### config.mk
export PLATFORM = sky130hd
export DESIGN_NAME = framebuf_tx_reader_flat
export DESIGN_NICKNAME = d
export VERILOG_FILES = /design/src/rtl/framebuf_tx_reader_if.sv /design/src/rtl/framebuf_tx_reader.sv /design/src/flat_wrapper.sv
export SDC_FILE = /design/constraint.sdc
export NUM_CORES = 1
export LEC_CHECK = 0
export CORE_MARGIN = 5
export CORE_UTILIZATION = 35
export DETAILED_ROUTE_END_ITERATION = 10
export RECOVER_POWER = 100
export SYNTH_ARGS = -nofsm -noshare
export SYNTH_HDL_FRONTEND = slang
export SYNTH_SLANG_ARGS = --single-unit
### constraint.sdc
create_clock -name clk -period 3 [get_ports clk]
set_input_delay 0.6 -clock clk [delete_from_list [all_inputs] [get_ports clk]]
set_output_delay 0.6 -clock clk [all_outputs]
set_load 0.05 [all_outputs]
### src/rtl/framebuf_tx_reader_if.sv
// Frame-buffer read port plus UART TX byte handshake.
// master drives RAM address/enable and TX byte; slave is RAM + UART.
interface framebuf_tx_reader_if #(
    parameter int ADDR_W = 13
);
    logic              re;
    logic [ADDR_W-1:0] rAddr;
    logic [7:0]        rData;
    logic              tx_valid;
    logic              tx_ready;
    logic [7:0]        tx_data;

    modport master (
        output re, rAddr, tx_valid, tx_data,
        input  rData, tx_ready
    );

    modport slave (
        input  re, rAddr, tx_valid, tx_data,
        output rData, tx_ready
    );
endinterface

### src/rtl/framebuf_tx_reader.sv
// Streams the packed edge frame buffer to the UART as
// header, data bytes in address order, XOR checksum.
module framebuf_tx_reader #(
    parameter int         NUM_BYTES = 5160,
    parameter int         ADDR_W    = $clog2(NUM_BYTES),
    parameter logic [7:0] HEADER0   = 8'hAA,
    parameter logic [7:0] HEADER1   = 8'h55
) (
    input  logic                 clk,
    input  logic                 reset,
    input  logic                 start,
    framebuf_tx_reader_if.master bus,
    output logic                 busy,
    output logic                 done
);
    typedef enum logic [2:0] {
        IDLE, HDR0, HDR1, RD_REQ, RD_WAIT, SEND, CSUM, DONE
    } state_t;

    localparam logic [ADDR_W-1:0] LAST = ADDR_W'(NUM_BYTES - 1);

    state_t            state;
    state_t            state_nx;
    logic [ADDR_W-1:0] addr;
    logic [ADDR_W-1:0] raddr_q;
    logic [7:0]        tx_q;
    logic [7:0]        csum;
    logic              valid;
    logic              rd_en;
    logic              last;

    assign last         = (addr == LAST);
    assign bus.re       = rd_en;
    assign bus.rAddr    = raddr_q;
    assign bus.tx_valid = valid;
    assign bus.tx_data  = tx_q;

    always_ff @(posedge clk or posedge reset) begin
        if (reset) state <= IDLE;
        else       state <= state_nx;
    end

    // Outputs decode from state only; tx_ready steers next state alone.
    always_comb begin
        state_nx = state;
        valid    = 1'b0;
        rd_en    = 1'b0;
        busy     = 1'b1;
        done     = 1'b0;
        unique case (state)
            IDLE: begin
                busy = 1'b0;
                if (start) state_nx = HDR0;
            end
            HDR0: begin
                valid = 1'b1;
                if (bus.tx_ready) state_nx = HDR1;
            end
            HDR1: begin
                valid = 1'b1;
                if (bus.tx_ready) state_nx = RD_REQ;
            end
            RD_REQ: begin
                rd_en    = 1'b1;
                state_nx = RD_WAIT;
            end
            RD_WAIT: state_nx = SEND;
            SEND: begin
                valid = 1'b1;
                if (bus.tx_ready) state_nx = last ? CSUM : RD_REQ;
            end
            CSUM: begin
                valid = 1'b1;
                if (bus.tx_ready) state_nx = DONE;
            end
            DONE: begin
                done     = 1'b1;
                state_nx = IDLE;
            end
            default: state_nx = IDLE;
        endcase
    end

    // rAddr only moves on the way into RD_REQ, so it holds while re=0.
    always_ff @(posedge clk or posedge reset) begin
        if (reset) begin
            addr    <= '0;
            raddr_q <= '0;
            tx_q    <= 8'h00;
            csum    <= 8'h00;
        end else begin
            unique case (state)
                IDLE: begin
                    addr <= '0;
                    csum <= 8'h00;
                    tx_q <= HEADER0;
                end
                HDR0: if (bus.tx_ready) tx_q <= HEADER1;
                HDR1: if (bus.tx_ready) raddr_q <= addr;
                RD_WAIT: begin
                    tx_q <= bus.rData;
                    csum <= csum ^ bus.rData;
                end
                SEND: begin
                    if (bus.tx_ready) begin
                        if (last) begin
                            tx_q <= csum;
                        end else begin
                            addr    <= addr + 1'b1;
                            raddr_q <= addr + 1'b1;
                        end
                    end
                end
                default: ;
            endcase
        end
    end
endmodule

### src/flat_wrapper.sv
// flat-port wrapper written by rule: the top's interface ports become plain ports
module framebuf_tx_reader_flat 
#(
    parameter int         NUM_BYTES = 5160,
    parameter int         ADDR_W    = $clog2(NUM_BYTES),
    parameter logic [7:0] HEADER0   = 8'hAA,
    parameter logic [7:0] HEADER1   = 8'h55
)
  (clk, reset, start, busy, done, bus_re, bus_rAddr, bus_tx_valid, bus_tx_data, bus_rData, bus_tx_ready);
  framebuf_tx_reader_if #(.ADDR_W(ADDR_W)) bus_i ();
  input  logic clk;
  input  logic reset;
  input  logic start;
  output logic busy;
  output logic done;
  output wire logic [$bits(bus_i.re)-1:0] bus_re;
  output wire logic [$bits(bus_i.rAddr)-1:0] bus_rAddr;
  output wire logic [$bits(bus_i.tx_valid)-1:0] bus_tx_valid;
  output wire logic [$bits(bus_i.tx_data)-1:0] bus_tx_data;
  input wire logic [$bits(bus_i.rData)-1:0] bus_rData;
  input wire logic [$bits(bus_i.tx_ready)-1:0] bus_tx_ready;
  assign bus_re = bus_i.re;
  assign bus_rAddr = bus_i.rAddr;
  assign bus_tx_valid = bus_i.tx_valid;
  assign bus_tx_data = bus_i.tx_data;
  assign bus_i.rData = bus_rData;
  assign bus_i.tx_ready = bus_tx_ready;
  framebuf_tx_reader #(.NUM_BYTES(NUM_BYTES), .ADDR_W(ADDR_W), .HEADER0(HEADER0), .HEADER1(HEADER1)) u_core (.clk(clk), .reset(reset), .start(start), .bus(bus_i), .busy(busy), .done(done));
endmodule
==> results_dict.tcl <==
set metrics [dict create \
    fp.coreArea_um2 6760 \
    syn_inst 270 \
    yosysTopAreaCell "dfrtp_1" \
    port-buffer-count 36 \
    fin_crit_sh 0.923 \
    cp_max_fo 20 \
    nFillCells 687 \
    total_power_w 0.00240 \
    cts_hold_buf 0 \
    antenna_left 0 \
    regArea_um2 1130 \
    critPathBufInv 1 \
    slew_headroom 0.251 \
    ios 37 \
    antenna_found_initial 0 \
    setup_violations 0 \
    cts_tree "yes" \
    start_util 0.359 \
    netlist_area_um2 2430 \
    ctsResizeCount 0 \
    p_seq_frac 0.367 \
    clock_sinks 45 \
    syn-num-nets 284 \
    grt_usage 0.138 \
    critPathSlowestCell "dlygate4sd3_1" \
    netlist_top_cells_count "45 x dfrtp_1, 44 x nand2_1, 33 x o21ai_0, 21 x nor2_1, 13 x a21oi_1" \
    area_delta_synth_final_pct 19.1 \
    numCtsBuffers 5 \
    synthArstFlopShare 1.00 \
    cap_violations 0 \
    worst_slew_pin_slew_ps 1120 \
    cts_setup_buffers 0 \
    required_ps 2400 \
    place_congestion 0.892 \
    num_vias 1997 \
    p_clk_frac 0.155 \
    rsz0062_at_grt "no" \
    period_needed_ps 2770 \
    synth_top_area_share 0.464 \
    swShare 0.465 \
    timing.rr.start "u_core.state[0]" \
    grt.overflow.total 0 \
    cp-start-kind "flop" \
    drive_gt1_frac 0.0894 \
    power.internal_w 0.00128 \
    cp-end-kind "primary output" \
    grt_pass1_vias 1941 \
    route.detailed.drc 0 \
    netlist_top_cells_area "dfrtp_1 46%, nand2_1 6.8%, o21ai_0 6.8%" \
    cp_slowest_stage_delay_ps 790 \
    yosysSeqAreaShare 0.464 \
    path_class "flop to primary output" \
    max_freq_mhz 361 \
    cp-startpoint "u_core.state[0]" \
    comb_power_share 0.478 \
    synth_edf_count 0 \
    grt_first_pass_wirelength_mm 9.59 \
    drt_pre_antenna_iters 4 \
    skew_ps 7.96 \
    vias_per_cell 5.23 \
    arrival_ps 2170 \
    worstHoldPathType "flop to flop" \
    fin_tns_setup_ps 0 \
    drtIter0Drc 204 \
    die_x_um 93.3 \
    crit_family "buffers and inverters" \
    htreeDepth 2 \
    cts.root.buffer_cell "clkbuf_8" \
    synth_cell_types 45 \
    synth.yosys.warnings 0 \
    wire_per_inst_um 14.7 \
    dieArea_um2 8700 \
    insertion_delay_ps 300 \
    hold_start "u_core.csum[3]" \
    run_status "complete, no violations" \
    switchingPower_w 0.00111 \
    cts.path.max_buffers 2 \
    peakVddDrop_mv 0.293 \
    clk_pin_slew_ps 80 \
    synth.ff_latch_count 45 \
    finalHoldViolCount 0 \
    nNetsFinal 315 \
    synthFlopType "dfrtp_1" \
    die_h_um 93.3 \
    routed_wl_mm 5.60 \
    grt_max_degree 46 \
    syn_area_per_cell_um2 8.99 \
    yosysMostFrequentCell "dfrtp_1" \
    dp_hpwl_mm 4.06 \
    multi_input_area_um2 1140 \
    drv_slew 0 \
    diodes 0 \
    p_leak_nw 1.27 \
    power_density_nw_per_um2 828 \
    core.rowCount 30 \
    crit_chain "or3_1, dlygate4sd3_1" \
]
[placed cells by master, fill, tap and decap left out, types with 5 or more instances in the layout]
master and instances:
a21oi_1 13, a31oi_1 5, buf_4 5, clkbuf_8 5, clkdlybuf4s50_1 10, dfrtp_1 45, dlygate4sd3_1 26, inv_1 7
nand2_1 44, nand3_1 6, nor2_1 21, nor2b_1 7, o21ai_0 36, o31ai_1 7, xnor2_1 6, xor2_1 6
[power by group through the flow]
stage / clock (W) / sequential [W] / combinational [W]
floorplan: 0 / 0.00105 / 0.000701
global placement: 0 / 0.000890 / 0.00117
detailed placement: 0 / 0.000896 / 0.00119
CTS: 0.000382 / 0.000884 / 0.00119
global route: 0.000409 / 0.000904 / 0.00125
finish: 0.000372 / 0.000878 / 0.00114
[cells by family after synthesis]
| kind of cell | Yosys count | synth area share |
|---|---|---|
| simple gates | 104 | 0.207 |
| compound gates | 72 | 0.179 |
| flops | 45 | 0.464 |
| fa+ha+maj | 2 | 0.0103 |
| buf+inv | 27 | 0.0618 |
| xor+xnor | 12 | 0.0433 |
| mux | 8 | 0.0350 |
[stage by stage]
stage | hold WS, ps | cell area [µm²] | utilization | worst slack [ps] | instances
2_1_floorplan | 440 | 2430 | - | 633 | 270
3_3_place_gp | 451 | 2820 | 0.417 | 626 | 374
3_5_place_dp | 460 | 2820 | 0.417 | 577 | 374
4_1_cts | 472 | 2900 | 0.429 | 279 | 382
5_1_grt | 485 | 2890 | 0.428 | 99.3 | 382
6_report | 469 | 2890 | 0.428 | 231 | 382
[registers in the layout, indices dropped and copies added (netlist names)]
register            count
u_core.csum             8
u_core.addr            13
u_core.bus.tx_data      8
u_core.bus.rAddr       13
u_core.state            3
[routing by layer]
metal,GRT usage,vias to the layer above,share of wire
li1,-,993,-
met1,0.193,952,0.49
met2,0.206,45,0.44
met3,0.0338,7,0.049
met4,0.0488,0,0.015
met5,0,-,0
[area by class of cell]
cell class / count / share of cell area
multi-input cells: 198 / 0.396
inverters: 9 / 0.0121
flip-flops and latches: 45 / 0.389
clock buffers: 6 / 0.0251
well taps: 80 / 0.0346
clock inverters: 2 / 0.00346
repair buffers: 42 / 0.139
[worst register-to-register path, cell delays in order, from the launching register on]
cell and delay [ps]:
dfrtp_1 590, nand2_2 240, or2_0 460, clkinv_2 360
a21oi_2 340, buf_4 210, mux2_2 330
[path summary, 6_finish.rpt]
kind | cells after the start | endpoint | slack [ps]
min in group asynchronous | 3 | u_core.bus.rAddr[1] | 1100
hold / removal | 1 | u_core.csum[3] | 470
hold reg to reg | 1 | u_core.csum[3] | 470
setup / recovery | 2 | busy | 230
setup reg to reg | 6 | u_core.bus.rAddr[4] | 390
max in group asynchronous | 3 | u_core.bus.rAddr[5] | 1210
(Power assumes the default switching activity.)
